$ cat src/rtl/instr_seq_decoder_pkg.sv
// Package instr_seq_pkg: shared encodings for the instruction sequencer.
//   - opcode field values (ins[15:11])
//   - branch condition codes (ins[10:8] of Bcc)
//   - ALU operation codes driven on alu_op
//   - FSM state enumeration
package instr_seq_pkg;

    localparam logic [4:0] OP_LHI = 5'b00001;
    localparam logic [4:0] OP_LLI = 5'b00010;
    localparam logic [4:0] OP_LDR = 5'b00011;
    localparam logic [4:0] OP_STR = 5'b00101;
    localparam logic [4:0] OP_ALU = 5'b00110;
    localparam logic [4:0] OP_BCC = 5'b11000;
    localparam logic [4:0] OP_SYS = 5'b11100;  // NOP when ins[0]=0, HLT when ins[0]=1

    localparam logic [2:0] COND_AL = 3'b000;
    localparam logic [2:0] COND_Z  = 3'b001;
    localparam logic [2:0] COND_NZ = 3'b010;
    localparam logic [2:0] COND_N  = 3'b011;
    localparam logic [2:0] COND_C  = 3'b100;
    localparam logic [2:0] COND_V  = 3'b101;

    localparam logic [1:0] ALU_ADD = 2'b00;
    localparam logic [1:0] ALU_SUB = 2'b01;
    localparam logic [1:0] ALU_LHI = 2'b10;
    localparam logic [1:0] ALU_LLI = 2'b11;

    typedef enum logic [2:0] {
        S_IDLE,
        S_FETCH,
        S_DECODE,
        S_EXEC,
        S_MEM,
        S_WB,
        S_HALT
    } state_e;

endpackage

$ cat src/rtl/instr_seq_decoder_if.sv
// Interface instr_seq_if: all sequencer I/O except clk/rst.
//   master modport: the sequencer (control inputs, flags, PC, ext load in;
//                   ALU/RF/PC/memory controls and status out)
//   slave modport : the surrounding datapath / program loader
interface instr_seq_if #(
    parameter int DATA_W = 16,
    parameter int MEM_AW = 8,
    parameter int RF_AW  = 3
);
    logic              start;
    logic              step;
    logic [15:0]       instr_i;
    logic              alu_n, alu_z, alu_c, alu_v;
    logic [DATA_W-1:0] alu_o;
    logic [DATA_W-1:0] rf_b;
    logic [MEM_AW-1:0] pc_addr;
    logic              ext_mem_wen;
    logic [MEM_AW-1:0] ext_mem_addr;
    logic [DATA_W-1:0] ext_mem_data;

    logic [1:0]        alu_op;
    logic              alu_imm_sel;
    logic [DATA_W-1:0] alu_imm;
    logic              rf_wen;
    logic [RF_AW-1:0]  rf_waddr, rf_raddr_a, rf_raddr_b;
    logic              pc_en, pc_jump;
    logic [MEM_AW-1:0] pc_off;
    logic              mem_wen, mem_ren;
    logic [MEM_AW-1:0] mem_addr;
    logic [DATA_W-1:0] mem_wdata;
    logic              busy, done, illegal;
    logic [15:0]       ins;

    modport master (
        input  start, step, instr_i, alu_n, alu_z, alu_c, alu_v, alu_o, rf_b,
               pc_addr, ext_mem_wen, ext_mem_addr, ext_mem_data,
        output alu_op, alu_imm_sel, alu_imm, rf_wen, rf_waddr, rf_raddr_a,
               rf_raddr_b, pc_en, pc_jump, pc_off, mem_wen, mem_ren, mem_addr,
               mem_wdata, busy, done, illegal, ins
    );

    modport slave (
        output start, step, instr_i, alu_n, alu_z, alu_c, alu_v, alu_o, rf_b,
               pc_addr, ext_mem_wen, ext_mem_addr, ext_mem_data,
        input  alu_op, alu_imm_sel, alu_imm, rf_wen, rf_waddr, rf_raddr_a,
               rf_raddr_b, pc_en, pc_jump, pc_off, mem_wen, mem_ren, mem_addr,
               mem_wdata, busy, done, illegal, ins
    );

endinterface

$ cat src/rtl/instr_seq_decoder_cond.sv
// instr_seq_cond: combinational branch-condition evaluation.
//   cond_i          3-bit Bcc condition code
//   n_i/z_i/c_i/v_i ALU flags of the current EXEC result
//   taken_o         1 when the branch is taken (codes above 101 never taken)
module instr_seq_cond
    import instr_seq_pkg::*;
(
    input  logic [2:0] cond_i,
    input  logic       n_i,
    input  logic       z_i,
    input  logic       c_i,
    input  logic       v_i,
    output logic       taken_o
);

    always_comb begin
        taken_o = 1'b0;
        case (cond_i)
            COND_AL: taken_o = 1'b1;
            COND_Z:  taken_o = z_i;
            COND_NZ: taken_o = ~z_i;
            COND_N:  taken_o = n_i;
            COND_C:  taken_o = c_i;
            COND_V:  taken_o = v_i;
            default: taken_o = 1'b0;
        endcase
    end

endmodule

$ cat src/rtl/instr_seq_decoder.sv
// instr_seq_decoder: multi-cycle fetch/decode/execute sequencer.
//   clk  rising-edge clock
//   rst  synchronous active-high reset
//   bus  instr_seq_if.master: start/step, instruction word, ALU flags/result,
//        store data, PC, external program-load path in; ALU/RF/PC/data-memory
//        controls, status (busy/done/illegal) and latched instruction out.
// Optional build macro ID_SINGLE_STEP_EN: each FETCH waits for one registered
// rising edge on step; without it step is ignored.
module instr_seq_decoder
    import instr_seq_pkg::*;
#(
    parameter int DATA_W = 16,
    parameter int MEM_AW = 8,
    parameter int RF_AW  = 3
) (
    input logic         clk,
    input logic         rst,
    instr_seq_if.master bus
);

    state_e      state_q, state_d;
    logic [15:0] ins_q, ins_d;
    logic        done_q, done_d;
    logic        illegal_q, illegal_d;
    logic        fetch_go;
    logic        taken;
    logic        legal;

    logic [4:0]  op;
    logic [2:0]  rd, ra, rb;
    logic [7:0]  imm8;
    logic [4:0]  imm5;

    assign op   = ins_q[15:11];
    assign rd   = ins_q[10:8];
    assign ra   = ins_q[7:5];
    assign rb   = ins_q[4:2];
    assign imm8 = ins_q[7:0];
    assign imm5 = ins_q[4:0];

    assign legal = op inside {OP_LHI, OP_LLI, OP_LDR, OP_STR, OP_ALU, OP_BCC, OP_SYS};

    // Only the low MEM_AW bits of alu_o form the data address.
    logic unused_alu_bits;
    assign unused_alu_bits = ^bus.alu_o;

    instr_seq_cond u_cond (
        .cond_i  (rd),
        .n_i     (bus.alu_n),
        .z_i     (bus.alu_z),
        .c_i     (bus.alu_c),
        .v_i     (bus.alu_v),
        .taken_o (taken)
    );

`ifdef ID_SINGLE_STEP_EN
    // step is synchronised through two flops; a rising edge arms one fetch,
    // so a pulse arriving before FETCH is not lost.
    logic step_q, step_qq, pend_q, pend_d;

    assign pend_d   = (pend_q & ~(state_q == S_FETCH)) | (step_q & ~step_qq);
    assign fetch_go = pend_q;

    always_ff @(posedge clk) begin
        if (rst) begin
            step_q  <= 1'b0;
            step_qq <= 1'b0;
            pend_q  <= 1'b0;
        end else begin
            step_q  <= bus.step;
            step_qq <= step_q;
            pend_q  <= pend_d;
        end
    end
`else
    logic unused_step;
    assign unused_step = bus.step;
    assign fetch_go    = 1'b1;
`endif

    always_ff @(posedge clk) begin
        if (rst) begin
            state_q   <= S_IDLE;
            ins_q     <= '0;
            done_q    <= 1'b0;
            illegal_q <= 1'b0;
        end else begin
            state_q   <= state_d;
            ins_q     <= ins_d;
            done_q    <= done_d;
            illegal_q <= illegal_d;
        end
    end

    assign bus.done    = done_q;
    assign bus.illegal = illegal_q;
    assign bus.ins     = ins_q;

    always_comb begin
        state_d         = state_q;
        ins_d           = ins_q;
        done_d          = done_q;
        illegal_d       = illegal_q;
        bus.alu_op      = ALU_ADD;
        bus.alu_imm_sel = 1'b0;
        bus.alu_imm     = '0;
        bus.rf_wen      = 1'b0;
        bus.rf_waddr    = '0;
        bus.rf_raddr_a  = '0;
        bus.rf_raddr_b  = '0;
        bus.pc_en       = 1'b0;
        bus.pc_jump     = 1'b0;
        bus.pc_off      = '0;
        bus.mem_wen     = 1'b0;
        bus.mem_ren     = 1'b0;
        bus.mem_addr    = '0;
        bus.mem_wdata   = '0;
        bus.busy        = 1'b1;

        // Decoded datapath controls stay stable from DECODE through WB.
        if (state_q inside {S_DECODE, S_EXEC, S_MEM, S_WB}) begin
            bus.rf_raddr_a = RF_AW'(ra);
            bus.rf_raddr_b = RF_AW'(rb);
            bus.rf_waddr   = RF_AW'(rd);
            case (op)
                OP_LHI: begin
                    bus.alu_op      = ALU_LHI;
                    bus.alu_imm_sel = 1'b1;
                    bus.alu_imm     = DATA_W'(imm8);
                end
                OP_LLI: begin
                    bus.alu_op      = ALU_LLI;
                    bus.alu_imm_sel = 1'b1;
                    bus.alu_imm     = DATA_W'(imm8);
                end
                OP_LDR, OP_STR: begin
                    bus.alu_op      = ALU_ADD;
                    bus.alu_imm_sel = 1'b1;
                    bus.alu_imm     = DATA_W'($signed(imm5));
                end
                OP_ALU:  bus.alu_op = ins_q[0] ? ALU_SUB : ALU_ADD;
                OP_BCC:  bus.pc_off = MEM_AW'($signed(imm8));
                default: ;
            endcase
        end

        unique case (state_q)
            S_IDLE, S_HALT: begin
                bus.busy      = 1'b0;
                bus.mem_wen   = bus.ext_mem_wen;
                bus.mem_addr  = bus.ext_mem_addr;
                bus.mem_wdata = bus.ext_mem_data;
                if (bus.start) begin
                    state_d   = S_FETCH;
                    done_d    = 1'b0;
                    illegal_d = 1'b0;
                end
            end
            S_FETCH: begin
                if (fetch_go) begin
                    ins_d   = bus.instr_i;
                    state_d = S_DECODE;
                end
            end
            S_DECODE: begin
                if (legal) begin
                    state_d = S_EXEC;
                end else begin
                    illegal_d = 1'b1;
                    state_d   = S_HALT;
                end
            end
            S_EXEC: begin
                case (op)
                    OP_LHI, OP_LLI, OP_ALU: state_d = S_WB;
                    OP_LDR, OP_STR:         state_d = S_MEM;
                    OP_BCC: begin
                        bus.pc_en   = 1'b1;
                        bus.pc_jump = taken;
                        state_d     = S_FETCH;
                    end
                    OP_SYS: begin
                        if (ins_q[0]) begin
                            done_d  = 1'b1;
                            state_d = S_HALT;
                        end else begin
                            bus.pc_en = 1'b1;
                            state_d   = S_FETCH;
                        end
                    end
                    default: state_d = S_HALT;
                endcase
            end
            S_MEM: begin
                bus.mem_addr = bus.alu_o[MEM_AW-1:0];
                if (op == OP_LDR) begin
                    bus.mem_ren = 1'b1;
                    state_d     = S_WB;
                end else begin
                    bus.mem_wen   = 1'b1;
                    bus.mem_wdata = bus.rf_b;
                    bus.pc_en     = 1'b1;
                    state_d       = S_FETCH;
                end
            end
            S_WB: begin
                bus.rf_wen = 1'b1;
                bus.pc_en  = 1'b1;
                state_d    = S_FETCH;
            end
        endcase

        // A reset cycle aborts the instruction: no strobe may escape.
        if (rst) begin
            bus.rf_wen  = 1'b0;
            bus.pc_en   = 1'b0;
            bus.pc_jump = 1'b0;
            bus.mem_wen = 1'b0;
            bus.mem_ren = 1'b0;
        end
    end

endmodule
$ cat src/flat_wrapper.sv
// flat-port wrapper written by rule: the top's interface ports become plain ports
module instr_seq_decoder_flat import instr_seq_pkg::*;
#(
    parameter int DATA_W = 16,
    parameter int MEM_AW = 8,
    parameter int RF_AW  = 3
)
  (clk, rst, bus_start, bus_step, bus_instr_i, bus_alu_n, bus_alu_z, bus_alu_c, bus_alu_v, bus_alu_o, bus_rf_b, bus_pc_addr, bus_ext_mem_wen, bus_ext_mem_addr, bus_ext_mem_data, bus_alu_op, bus_alu_imm_sel, bus_alu_imm, bus_rf_wen, bus_rf_waddr, bus_rf_raddr_a, bus_rf_raddr_b, bus_pc_en, bus_pc_jump, bus_pc_off, bus_mem_wen, bus_mem_ren, bus_mem_addr, bus_mem_wdata, bus_busy, bus_done, bus_illegal, bus_ins);
  instr_seq_if #(.DATA_W(DATA_W), .MEM_AW(MEM_AW), .RF_AW(RF_AW)) bus_i ();
  input logic clk;
  input logic rst;
  input wire logic [$bits(bus_i.start)-1:0] bus_start;
  input wire logic [$bits(bus_i.step)-1:0] bus_step;
  input wire logic [$bits(bus_i.instr_i)-1:0] bus_instr_i;
  input wire logic [$bits(bus_i.alu_n)-1:0] bus_alu_n;
  input wire logic [$bits(bus_i.alu_z)-1:0] bus_alu_z;
  input wire logic [$bits(bus_i.alu_c)-1:0] bus_alu_c;
  input wire logic [$bits(bus_i.alu_v)-1:0] bus_alu_v;
  input wire logic [$bits(bus_i.alu_o)-1:0] bus_alu_o;
  input wire logic [$bits(bus_i.rf_b)-1:0] bus_rf_b;
  input wire logic [$bits(bus_i.pc_addr)-1:0] bus_pc_addr;
  input wire logic [$bits(bus_i.ext_mem_wen)-1:0] bus_ext_mem_wen;
  input wire logic [$bits(bus_i.ext_mem_addr)-1:0] bus_ext_mem_addr;
  input wire logic [$bits(bus_i.ext_mem_data)-1:0] bus_ext_mem_data;
  output wire logic [$bits(bus_i.alu_op)-1:0] bus_alu_op;
  output wire logic [$bits(bus_i.alu_imm_sel)-1:0] bus_alu_imm_sel;
  output wire logic [$bits(bus_i.alu_imm)-1:0] bus_alu_imm;
  output wire logic [$bits(bus_i.rf_wen)-1:0] bus_rf_wen;
  output wire logic [$bits(bus_i.rf_waddr)-1:0] bus_rf_waddr;
  output wire logic [$bits(bus_i.rf_raddr_a)-1:0] bus_rf_raddr_a;
  output wire logic [$bits(bus_i.rf_raddr_b)-1:0] bus_rf_raddr_b;
  output wire logic [$bits(bus_i.pc_en)-1:0] bus_pc_en;
  output wire logic [$bits(bus_i.pc_jump)-1:0] bus_pc_jump;
  output wire logic [$bits(bus_i.pc_off)-1:0] bus_pc_off;
  output wire logic [$bits(bus_i.mem_wen)-1:0] bus_mem_wen;
  output wire logic [$bits(bus_i.mem_ren)-1:0] bus_mem_ren;
  output wire logic [$bits(bus_i.mem_addr)-1:0] bus_mem_addr;
  output wire logic [$bits(bus_i.mem_wdata)-1:0] bus_mem_wdata;
  output wire logic [$bits(bus_i.busy)-1:0] bus_busy;
  output wire logic [$bits(bus_i.done)-1:0] bus_done;
  output wire logic [$bits(bus_i.illegal)-1:0] bus_illegal;
  output wire logic [$bits(bus_i.ins)-1:0] bus_ins;
  assign bus_i.start = bus_start;
  assign bus_i.step = bus_step;
  assign bus_i.instr_i = bus_instr_i;
  assign bus_i.alu_n = bus_alu_n;
  assign bus_i.alu_z = bus_alu_z;
  assign bus_i.alu_c = bus_alu_c;
  assign bus_i.alu_v = bus_alu_v;
  assign bus_i.alu_o = bus_alu_o;
  assign bus_i.rf_b = bus_rf_b;
  assign bus_i.pc_addr = bus_pc_addr;
  assign bus_i.ext_mem_wen = bus_ext_mem_wen;
  assign bus_i.ext_mem_addr = bus_ext_mem_addr;
  assign bus_i.ext_mem_data = bus_ext_mem_data;
  assign bus_alu_op = bus_i.alu_op;
  assign bus_alu_imm_sel = bus_i.alu_imm_sel;
  assign bus_alu_imm = bus_i.alu_imm;
  assign bus_rf_wen = bus_i.rf_wen;
  assign bus_rf_waddr = bus_i.rf_waddr;
  assign bus_rf_raddr_a = bus_i.rf_raddr_a;
  assign bus_rf_raddr_b = bus_i.rf_raddr_b;
  assign bus_pc_en = bus_i.pc_en;
  assign bus_pc_jump = bus_i.pc_jump;
  assign bus_pc_off = bus_i.pc_off;
  assign bus_mem_wen = bus_i.mem_wen;
  assign bus_mem_ren = bus_i.mem_ren;
  assign bus_mem_addr = bus_i.mem_addr;
  assign bus_mem_wdata = bus_i.mem_wdata;
  assign bus_busy = bus_i.busy;
  assign bus_done = bus_i.done;
  assign bus_illegal = bus_i.illegal;
  assign bus_ins = bus_i.ins;
  instr_seq_decoder #(.DATA_W(DATA_W), .MEM_AW(MEM_AW), .RF_AW(RF_AW)) u_core (.clk(clk), .rst(rst), .bus(bus_i));
endmodule
$ cat config.mk
export PLATFORM = sky130hd
export DESIGN_NAME = instr_seq_decoder_flat
export DESIGN_NICKNAME = d
export VERILOG_FILES = /design/src/rtl/instr_seq_decoder_pkg.sv /design/src/rtl/instr_seq_decoder_if.sv /design/src/rtl/instr_seq_decoder_cond.sv /design/src/rtl/instr_seq_decoder.sv /design/src/flat_wrapper.sv
export SDC_FILE = /design/constraint.sdc
export NUM_CORES = 1
export LEC_CHECK = 0
export ABC_AREA = 0
export BUFFER_PORTS_ARGS = -buffer_cell sky130_fd_sc_hd__buf_4
export CELL_PAD_IN_SITES_DETAIL_PLACEMENT = 2
export CELL_PAD_IN_SITES_GLOBAL_PLACEMENT = 2
export CORE_ASPECT_RATIO = 1.5
export CORE_MARGIN = 10
export CORE_UTILIZATION = 17
export DETAILED_ROUTE_END_ITERATION = 6
export PLACE_DENSITY_LB_ADDON = 0.3
export SLEW_MARGIN = 40
export SYNTH_ARGS = -nofsm -noshare
export SYNTH_HDL_FRONTEND = slang
export SYNTH_HIERARCHICAL = 1
export SYNTH_SLANG_ARGS = --single-unit
$ cat constraint.sdc
create_clock -name clk -period 3.8 [get_ports clk]
set_clock_uncertainty 0.15 [all_clocks]
set_input_delay 0.76 -clock clk [delete_from_list [all_inputs] [get_ports clk]]
set_output_delay 0.76 -clock clk [all_outputs]
set_load 0.05 [all_outputs]
Word-level counts from Yosys, hierarchy flattened
Cells that the tools add are included.
W data, S select, Z words.
{"block": "totals", "register_bits": 21}
{"block": "op_classes", "eq_ne": 22, "muxes": 44, "n_bitwise": 1, "reduce_logical": 13}
{"operator": "$pmux W16 S2", "n": 2}
{"operator": "$mux W16", "n": 2}
{"operator": "$mux W3", "n": 7}
{"operator": "$mux W1", "n": 20}
{"operator": "$pmux W3 S6", "n": 1}
{"operator": "$mux W8", "n": 2}
{"operator": "$pmux W8 S2", "n": 1}
{"operator": "$eq A3 B3 Y1 const B", "n": 5}
{"operator": "$eq A3 B2 Y1 const B", "n": 4}
{"operator": "$pmux W3 S4", "n": 1}
{"operator": "$eq A5 B2 Y1 const B", "n": 2}
{"operator": "$eq A5 B3 Y1 const B", "n": 2}
{"operator": "$eq A5 B5 Y1 const B", "n": 2}
{"operator": "$pmux W1 S2", "n": 4}
{"operator": "$reduce_bool A7 Y1", "n": 1}
{"operator": "$eq A3 B1 Y1 const B", "n": 2}
{"operator": "$logic_not A3 Y1", "n": 2}
{"operator": "$pmux W1 S6", "n": 1}
{"operator": "$pmux W2 S3", "n": 1}
{"operator": "$reduce_or A2 Y1", "n": 3}
{"operator": "$eq A5 B1 Y1 const B", "n": 1}
{"operator": "$ne A2 B1 Y1 const B", "n": 2}
{"operator": "$ne A2 B2 Y1 const B", "n": 2}
{"operator": "$reduce_and A4 Y1", "n": 1}
{"operator": "8 further kinds", "n": 9}

Logic depth before layout (Yosys ltp)
Gate-level depths: netlist of the first run.
{"block": "logic_depth", "ltp_word": 5, "depth_mapped": 7, "ltp_nobuf": 4}

Cells and area by module
The synthesis of the first run kept the hierarchy.
{"mod": "instr_seq_decoder", "n_inst": 1, "cells_per_inst": 237, "area_per_inst_um2": 1679.1}
{"mod": "instr_seq_cond", "n_inst": 1, "cells_per_inst": 7, "area_per_inst_um2": 41.3}

Worst setup path before layout of the first run
OpenSTA, ideal clock, no wires.
{"block": "synth_timing", "path_kind": "reg2out", "from": "register u_core.ins_q[11] (netlist: u_core/bus.ins[11])", "to": "output bus_mem_ren", "t_arrival_ps": 2675, "required_time_ps": 2890, "path_slack_ps": 215, "path_stages_with_launch": 5, "n_path_buf": 1, "cell_sequence": "dfxtp_1 > buf_2 > nor2b_4 > nand3_1 > nor4_1"}
{"block": "synth_between", "elab_chain_cells": 4}
{"item": "from (decl)", "line_no": "instr_seq_decoder.sv:22", "source": "logic [15:0] ins_q, ins_d;"}
{"item": "from (signal assigned)", "line_no": "instr_seq_decoder.sv:89", "source": "ins_q <= ins_d;"}
{"item": "$eq A5 B2 Y1", "line_no": "instr_seq_decoder.sv:196", "source": "if (op == OP_LDR) begin"}
{"item": "$mux W1", "line_no": "instr_seq_decoder.sv:196"}
{"item": "$mux W1", "line_no": "instr_seq_decoder.sv:147", "source": "unique case (state_q)"}
{"item": "$mux W1", "line_no": "instr_seq_decoder.sv:214", "source": "if (rst) begin"}
{"item": "to (decl)", "line_no": "flat_wrapper.sv:36", "source": "output wire logic [$bits(bus_i.mem_ren)-1:0] bus_mem_ren;"}
Every way passes these cells.

Final worst setup path of the first run
{"block": "layout_timing", "from": "register u_core.state_q[2]", "to": "output bus_alu_imm[11]"}
{"block": "layout_between", "elab_chain_cells": 3, "elab_cells_between_ends": 6}
{"item": "from (decl)", "line_no": "instr_seq_decoder.sv:21", "source": "state_e state_q, state_d;"}
{"item": "from (signal assigned)", "line_no": "instr_seq_decoder.sv:88", "source": "state_q <= state_d;"}
{"item": "$eq A3 B2 Y1 / $eq A3 B3 Y1 (equally long branches)", "line_no": "instr_seq_decoder.sv:121", "source": "if (state_q inside {S_DECODE, S_EXEC, S_MEM, S_WB}) begin"}
{"item": "$reduce_bool A4 Y1 (*)", "line_no": "instr_seq_decoder.sv:121"}
{"item": "$mux W16 (*)", "line_no": "instr_seq_decoder.sv:121"}
{"item": "to (decl)", "line_no": "flat_wrapper.sv:27", "source": "output wire logic [$bits(bus_i.alu_imm)-1:0] bus_alu_imm;"}
Mark *: on every way between the ends. The rest lies on a longest branch, timed or not.

==> impl_metrics.yaml, run 1 <==
cts:
  cts_sinks: 21
  cts_tree: "built"
  cts.reportedPaths.clkPinSlew_ns: 0.06
  clk_latency_ns: 0.26
  ctsResizeCount: 0
  cts_buffer_depth: 2
  numCtsBuffers: 3
  clockRootBuffer: "clkbuf_16"
  hold_buffers: 0
  post-cts-setup-buffers: 0
  cts.htree.levels: 1
drt:
  wire_per_inst_um: 18.8
  drtPass1Iterations: 4
  ant_nets: 0
  wl_met2_mm: 5.16
  via_per_inst: 4.61
  top_layer_used: "met4"
  drt_iter0_drc: 56
  vias: 2297
  wl_mm: 9.37
  met1_length_mm: 3.32
  drc: 0
  dr_wl_met3_um: 814
cells_and_area:
  stdcell_area_um2: 3000
  final_common_cell: "buf_4"
  layout-drive-gt1-share: 0.473
  fin_nets: 473
  final_cell_mix: "160 x buf_4, 49 x nand2_1, 29 x nor2_1"
  layoutNonFillerInstCount: 498
  final_util: 0.307
  area_growth_pct: 74.6
  n_antenna_cell: 0
  nFillCells: 1185
timing:
  timing.final.crit_share: 0.859
  hold_ws_ns: 0.321
  rsz0062_at_grt: "false"
  hold_violations: 0
  max_freq_mhz: 306
  timing.final.ws_setup_ns: 0.537
  setup_viol: 0
  tightest_slew_ns: 0.744
  maxSlewHeadroom: 0.503
  period_needed_ns: 3.26
  finalMaxSlewViolations: 0
  setup_tns_ns: 0
place:
  dp_hpwl_mm: 7.67
  dp_cells: 493
  dpl_worst_slack_ns: 0.732
  globalplace.congestion: 0.706
  place_area_um2: 2920
  port_buffers: 155
setup_path:
  startpoint: "u_core/state_q[2]$_SDFFE_PP0P_"
  crit_arrival_ns: 2.35
  crit_fanout: 8
  regToRegStartpoint: "u_core/state_q[0]$_SDFFE_PP0P_"
  critical_path_class: "reg -> out"
  rrSetupSlack_ns: 1.68
  cp-end-kind: "output pin"
  worst-r2r-cell-count: 4
  endpoint: "bus_alu_imm[11]"
  worst_setup_path_start_kind: "flip-flop"
  r2r_end: "u_core/bus.ins[5]$_SDFFE_PP0P_"
  critical_path_required_ns: 2.89
status:
  outcome: "complete, no violations"
floorplan:
  initial_core_util: 0.176
  ioPinCount: 173
  dieArea_um2: 14600
  die_y_um: 143
  num_rows: 44
  die_w_um: 102
  design.core.area_um2: 9800
global_routing:
  gr-total-overflow: 0
  grt_max_degree: 27
  grt_pass1_vias: 2484
  grt_antenna_before_repair: 0
  grt_usage: 0.120
  grt_pass1_wl_mm: 13.9
synth:
  ys_seq_elements: 21
  synth_nets: 333
  syn_area_um2: 1720
  yosysWarningCount: 6
  synthArstFlopShare: 0
  synth-edff-count: 0
  synth.distinct_cells: 44
  syn_avg_cell_area_um2: 7.05
  yosys_most_used_dff: "dfxtp_1"
  postSynthCellCount: 244
  ys_seq_area_frac: 0.244
worst_hold_path:
  hold_class: "reg -> reg"
  hold_depth: 2
power_and_ir_drop:
  power_mw: 1.93
  ir_worst_vdd_mv: 0.250
  pwr_density_cell_nw_per_um2: 641
  cellLeakagePower_nw: 1.44
flow_run:
  cap_viol_max_count: 0
-- cell type report --
| class | instances | area [µm²] | share of cell area |
|---|---|---|---|
| inverter | 10 | 37.5 | 0.0125 |
| clock buffer | 3 | 75.1 | 0.0250 |
| tap | 115 | 144 | 0.0479 |
| clock inverter | 1 | 5.00 | 0.00167 |
| timing repair buffer | 160 | 1200 | 0.400 |
| sequential | 21 | 420 | 0.140 |
| multi-input combinational | 188 | 1120 | 0.373 |
-- sequential cells by signal, summed over array words and instances (netlist names) --
| signal | cells |
|---|---|
| u_core/bus.done | 1 |
| u_core/bus.illegal | 1 |
| u_core/bus.ins | 16 |
| u_core/state_q | 3 |
-- kinds of logic (layout without fill, tap and decap cells) --
family | count (synthesis) | in the layout | synth area share
AND/OR/NAND/NOR | 113 | 113 | 0.319
AO/OA/AOI/OAI | 63 | 63 | 0.256
buffers and inverters | 35 | 174 | 0.104
flip-flops | 21 | 21 | 0.244
multiplexers | 8 | 8 | 0.0524
XOR/XNOR | 4 | 4 | 0.0247
-- synth_stat cells (5+ instances only) --
library cell / instances / area share
a22o_1: 16 / 0.081
a21oi_1: 20 / 0.058
inv_1: 9 / 0.020
buf_2: 8 / 0.023
dfxtp_1: 21 / 0.24
clkbuf_1: 5 / 0.011
and2_1: 5 / 0.018
buf_4: 10 / 0.044
mux2_2: 8 / 0.052
a22oi_1: 9 / 0.039
nand2_1: 49 / 0.11
nor2_1: 29 / 0.063
o21ai_0: 5 / 0.015
-- worst min-delay path by stage --
stage,endpoint,start,slack (ns)
2_1_floorplan,u_core/state_q[1]$_SDFFE_PP0P_,u_core/state_q[0]$_SDFFE_PP0P_,0.48
3_3_place_gp,u_core/bus.illegal$_SDFFE_PP0P_,u_core/bus.illegal$_SDFFE_PP0P_,0.31
3_5_place_dp,u_core/bus.illegal$_SDFFE_PP0P_,u_core/bus.illegal$_SDFFE_PP0P_,0.32
4_1_cts,u_core/bus.illegal$_SDFFE_PP0P_,u_core/bus.illegal$_SDFFE_PP0P_,0.33
5_1_grt,u_core/bus.illegal$_SDFFE_PP0P_,u_core/bus.illegal$_SDFFE_PP0P_,0.34
6_report,u_core/bus.illegal$_SDFFE_PP0P_,u_core/bus.illegal$_SDFFE_PP0P_,0.32
-- per-layer routing --
| metal | vias to the layer above | GRT usage |
|---|---|---|
| met1 | 1089 | 0.119 |
| met5 | - | 0 |
| met3 | 5 | 0.0411 |
| met2 | 87 | 0.232 |
| li1 | 1116 | - |
| met4 | 0 | 0.0238 |
-- power by group --
part	leakage, nW	internal, mW	total (mW)	switching (mW)
clock network	0.0409	0.142	0.231	0.0892
registers	0.171	0.260	0.334	0.0738
logic	1.23	0.433	1.36	0.927
total	1.44	0.835	1.93	1.09
-- worst max-delay path, stage by stage (launching register included) --
cell and delay, ns:
dfxtp_1 0.57, xor2_2 0.45, nand2_1 0.16, or3_1 0.46, inv_1 0.21, buf_4 0.25
Note: power is estimated with default switching activity, not from simulation.
==> inputs of run 2 (changes only) <==
==> constraint.sdc (replaced) <==
create_clock -name clk -period 3.8 [get_ports clk]
set_clock_uncertainty 0.15 [all_clocks]
set_input_delay 0.19 -clock clk [delete_from_list [all_inputs] [get_ports clk]]
set_output_delay 0.19 -clock clk [all_outputs]
set_load 0.05 [all_outputs]
==> impl_metrics.yaml, run 2 (synthesis gave the netlist of run 1 again) <==
status:
  outcome: "complete, no violations"
floorplan:
  die_w_um: 102
  die_y_um: 143
  design.core.area_um2: 9800
  ioPinCount: 173
  num_rows: 44
  dieArea_um2: 14600
  initial_core_util: 0.176
setup_path:
  critical_path_class: "reg -> out"
  r2r_end: "u_core/bus.ins[14]$_SDFFE_PP0P_"
  rrSetupSlack_ns: 1.65
  cp-end-kind: "output pin"
  worst_setup_path_start_kind: "flip-flop"
  crit_fanout: 12
  critical_path_required_ns: 3.46
  crit_arrival_ns: 2.23
  regToRegStartpoint: "u_core/state_q[0]$_SDFFE_PP0P_"
  worst-r2r-cell-count: 4
cells_and_area:
  area_growth_pct: 75.1
  fin_nets: 473
  multi_input_area_um2: 1130
  layout-drive-gt1-share: 0.473
  seq_area_um2: 420
  final_util: 0.307
  final_common_cell: "buf_4"
  largest_reg_flops: 16
  nFillCells: 1182
  final_cell_mix: "160 x buf_4, 49 x nand2_1, 29 x nor2_1"
  n_antenna_cell: 0
global_routing:
  grt_pass1_vias: 2538
  grt_pass1_wl_mm: 14.3
  grt_use_met2: 0.227
  grt_antenna_before_repair: 0
  grt.busiest_layer: "met2"
  use_met3: 0.0440
  grt_usage: 0.123
  gr-total-overflow: 0
  met1_usage: 0.125
  grt_max_degree: 27
cts:
  clockRootBuffer: "clkbuf_16"
  clk_latency_ns: 0.26
  post-cts-setup-buffers: 0
  numCtsBuffers: 3
  cts_tree: "built"
  cts.reportedPaths.clkPinSlew_ns: 0.06
  cts.htree.levels: 1
  ctsResizeCount: 0
  hold_buffers: 0
  cts_buffer_depth: 2
  cts_sinks: 21
drt:
  ant_nets: 0
  via_per_inst: 4.64
  wl_mm: 9.42
  drc: 0
  vias: 2313
  drtPass1Iterations: 4
  wire_per_inst_um: 18.9
  drt_iter0_drc: 54
place:
  port_buffers: 155
  dp_hpwl_mm: 7.54
  globalplace.congestion: 0.708
worst_hold_path:
  holdPathEnd: "u_core/bus.ins[9]$_SDFFE_PP0P_"
  hold_class: "in -> reg"
  hold_depth: 3
  hold_start: "bus_instr_i[9]"
power_and_ir_drop:
  cellLeakagePower_nw: 1.44
  pwr_density_cell_nw_per_um2: 643
  ir_worst_vdd_mv: 0.184
timing:
  finalMaxSlewViolations: 0
  maxSlewHeadroom: 0.506
  setup_tns_ns: 0
  timing.final.crit_share: 0.676
  rsz0062_at_grt: "false"
  tightest_slew_ns: 0.739
  max_freq_mhz: 389
  hold_violations: 0
  period_needed_ns: 2.57
  setup_viol: 0
flow_run:
  cap_viol_max_count: 0
## run 2: changes by cell type in the layout (fill, tap and decap cells not counted)
cell	delta
clkinv_2	-1
nor2_2	-1
clkinvlp_4	+1
nor2_4	+1
## run 2: power breakdown
part / internal [mW] / switching (mW) / total, mW
registers: 0.260 / 0.0738 / 0.334
logic: 0.436 / 0.931 / 1.37
clock network: 0.143 / 0.0915 / 0.234
total: 0.839 / 1.10 / 1.94
## run 2: metal layers
metal,part of all wire,vias to the layer above
met1,0.36,1111
met3,0.092,7
li1,-,1110
met2,0.54,85
met5,0,-
met4,0.014,0
## run 2: critical path, stage by stage (launching register included)
cell and delay, ns:
dfxtp_1 0.46, xor2_2 0.23, buf_4 0.25, nand2_1 0.09, or3_1 0.46, inv_1 0.22, buf_4 0.25
## run 2: worst max path at each step
stage / from / slack (ns) / end / depth (start not counted)
floorplan: u_core/bus.ins[11]$_SDFFE_PP0P_ / 0.78 / bus_mem_ren / 4
global placement: u_core/state_q[0]$_SDFFE_PP0P_ / 1.45 / bus_mem_wdata[15] / 4
detailed placement: u_core/state_q[0]$_SDFFE_PP0P_ / 1.44 / bus_mem_wdata[5] / 4
CTS: u_core/state_q[0]$_SDFFE_PP0P_ / 1.13 / bus_mem_wdata[5] / 4
global route: u_core/state_q[2]$_SDFFE_PP0P_ / 1.06 / bus_alu_imm[9] / 6
finish: u_core/state_q[2]$_SDFFE_PP0P_ / 1.23 / bus_alu_imm[15] / 6
## run 2: metrics by stage
stage,hold slack [ns],instances,power (mW),setup slack (ns),cell area [µm²]
3_5_place_dp,0.302,493,1.72,1.44,2920
2_1_floorplan,0.176,244,1.28,0.785,1720
6_report,0.0196,498,1.94,1.23,3010
4_1_cts,0.0165,497,1.97,1.13,3000
5_1_grt,0.0248,498,2.06,1.06,3010
3_3_place_gp,0.287,493,1.70,1.45,2920
## run 2: layout make-up
class                      instances  share of cell area
clock buffer                       3              0.0249
inverter                          10              0.0125
sequential                        21               0.140
multi-input combinational        188               0.374
tap                              115              0.0478
timing repair buffer             160               0.399
clock inverter                     1             0.00249
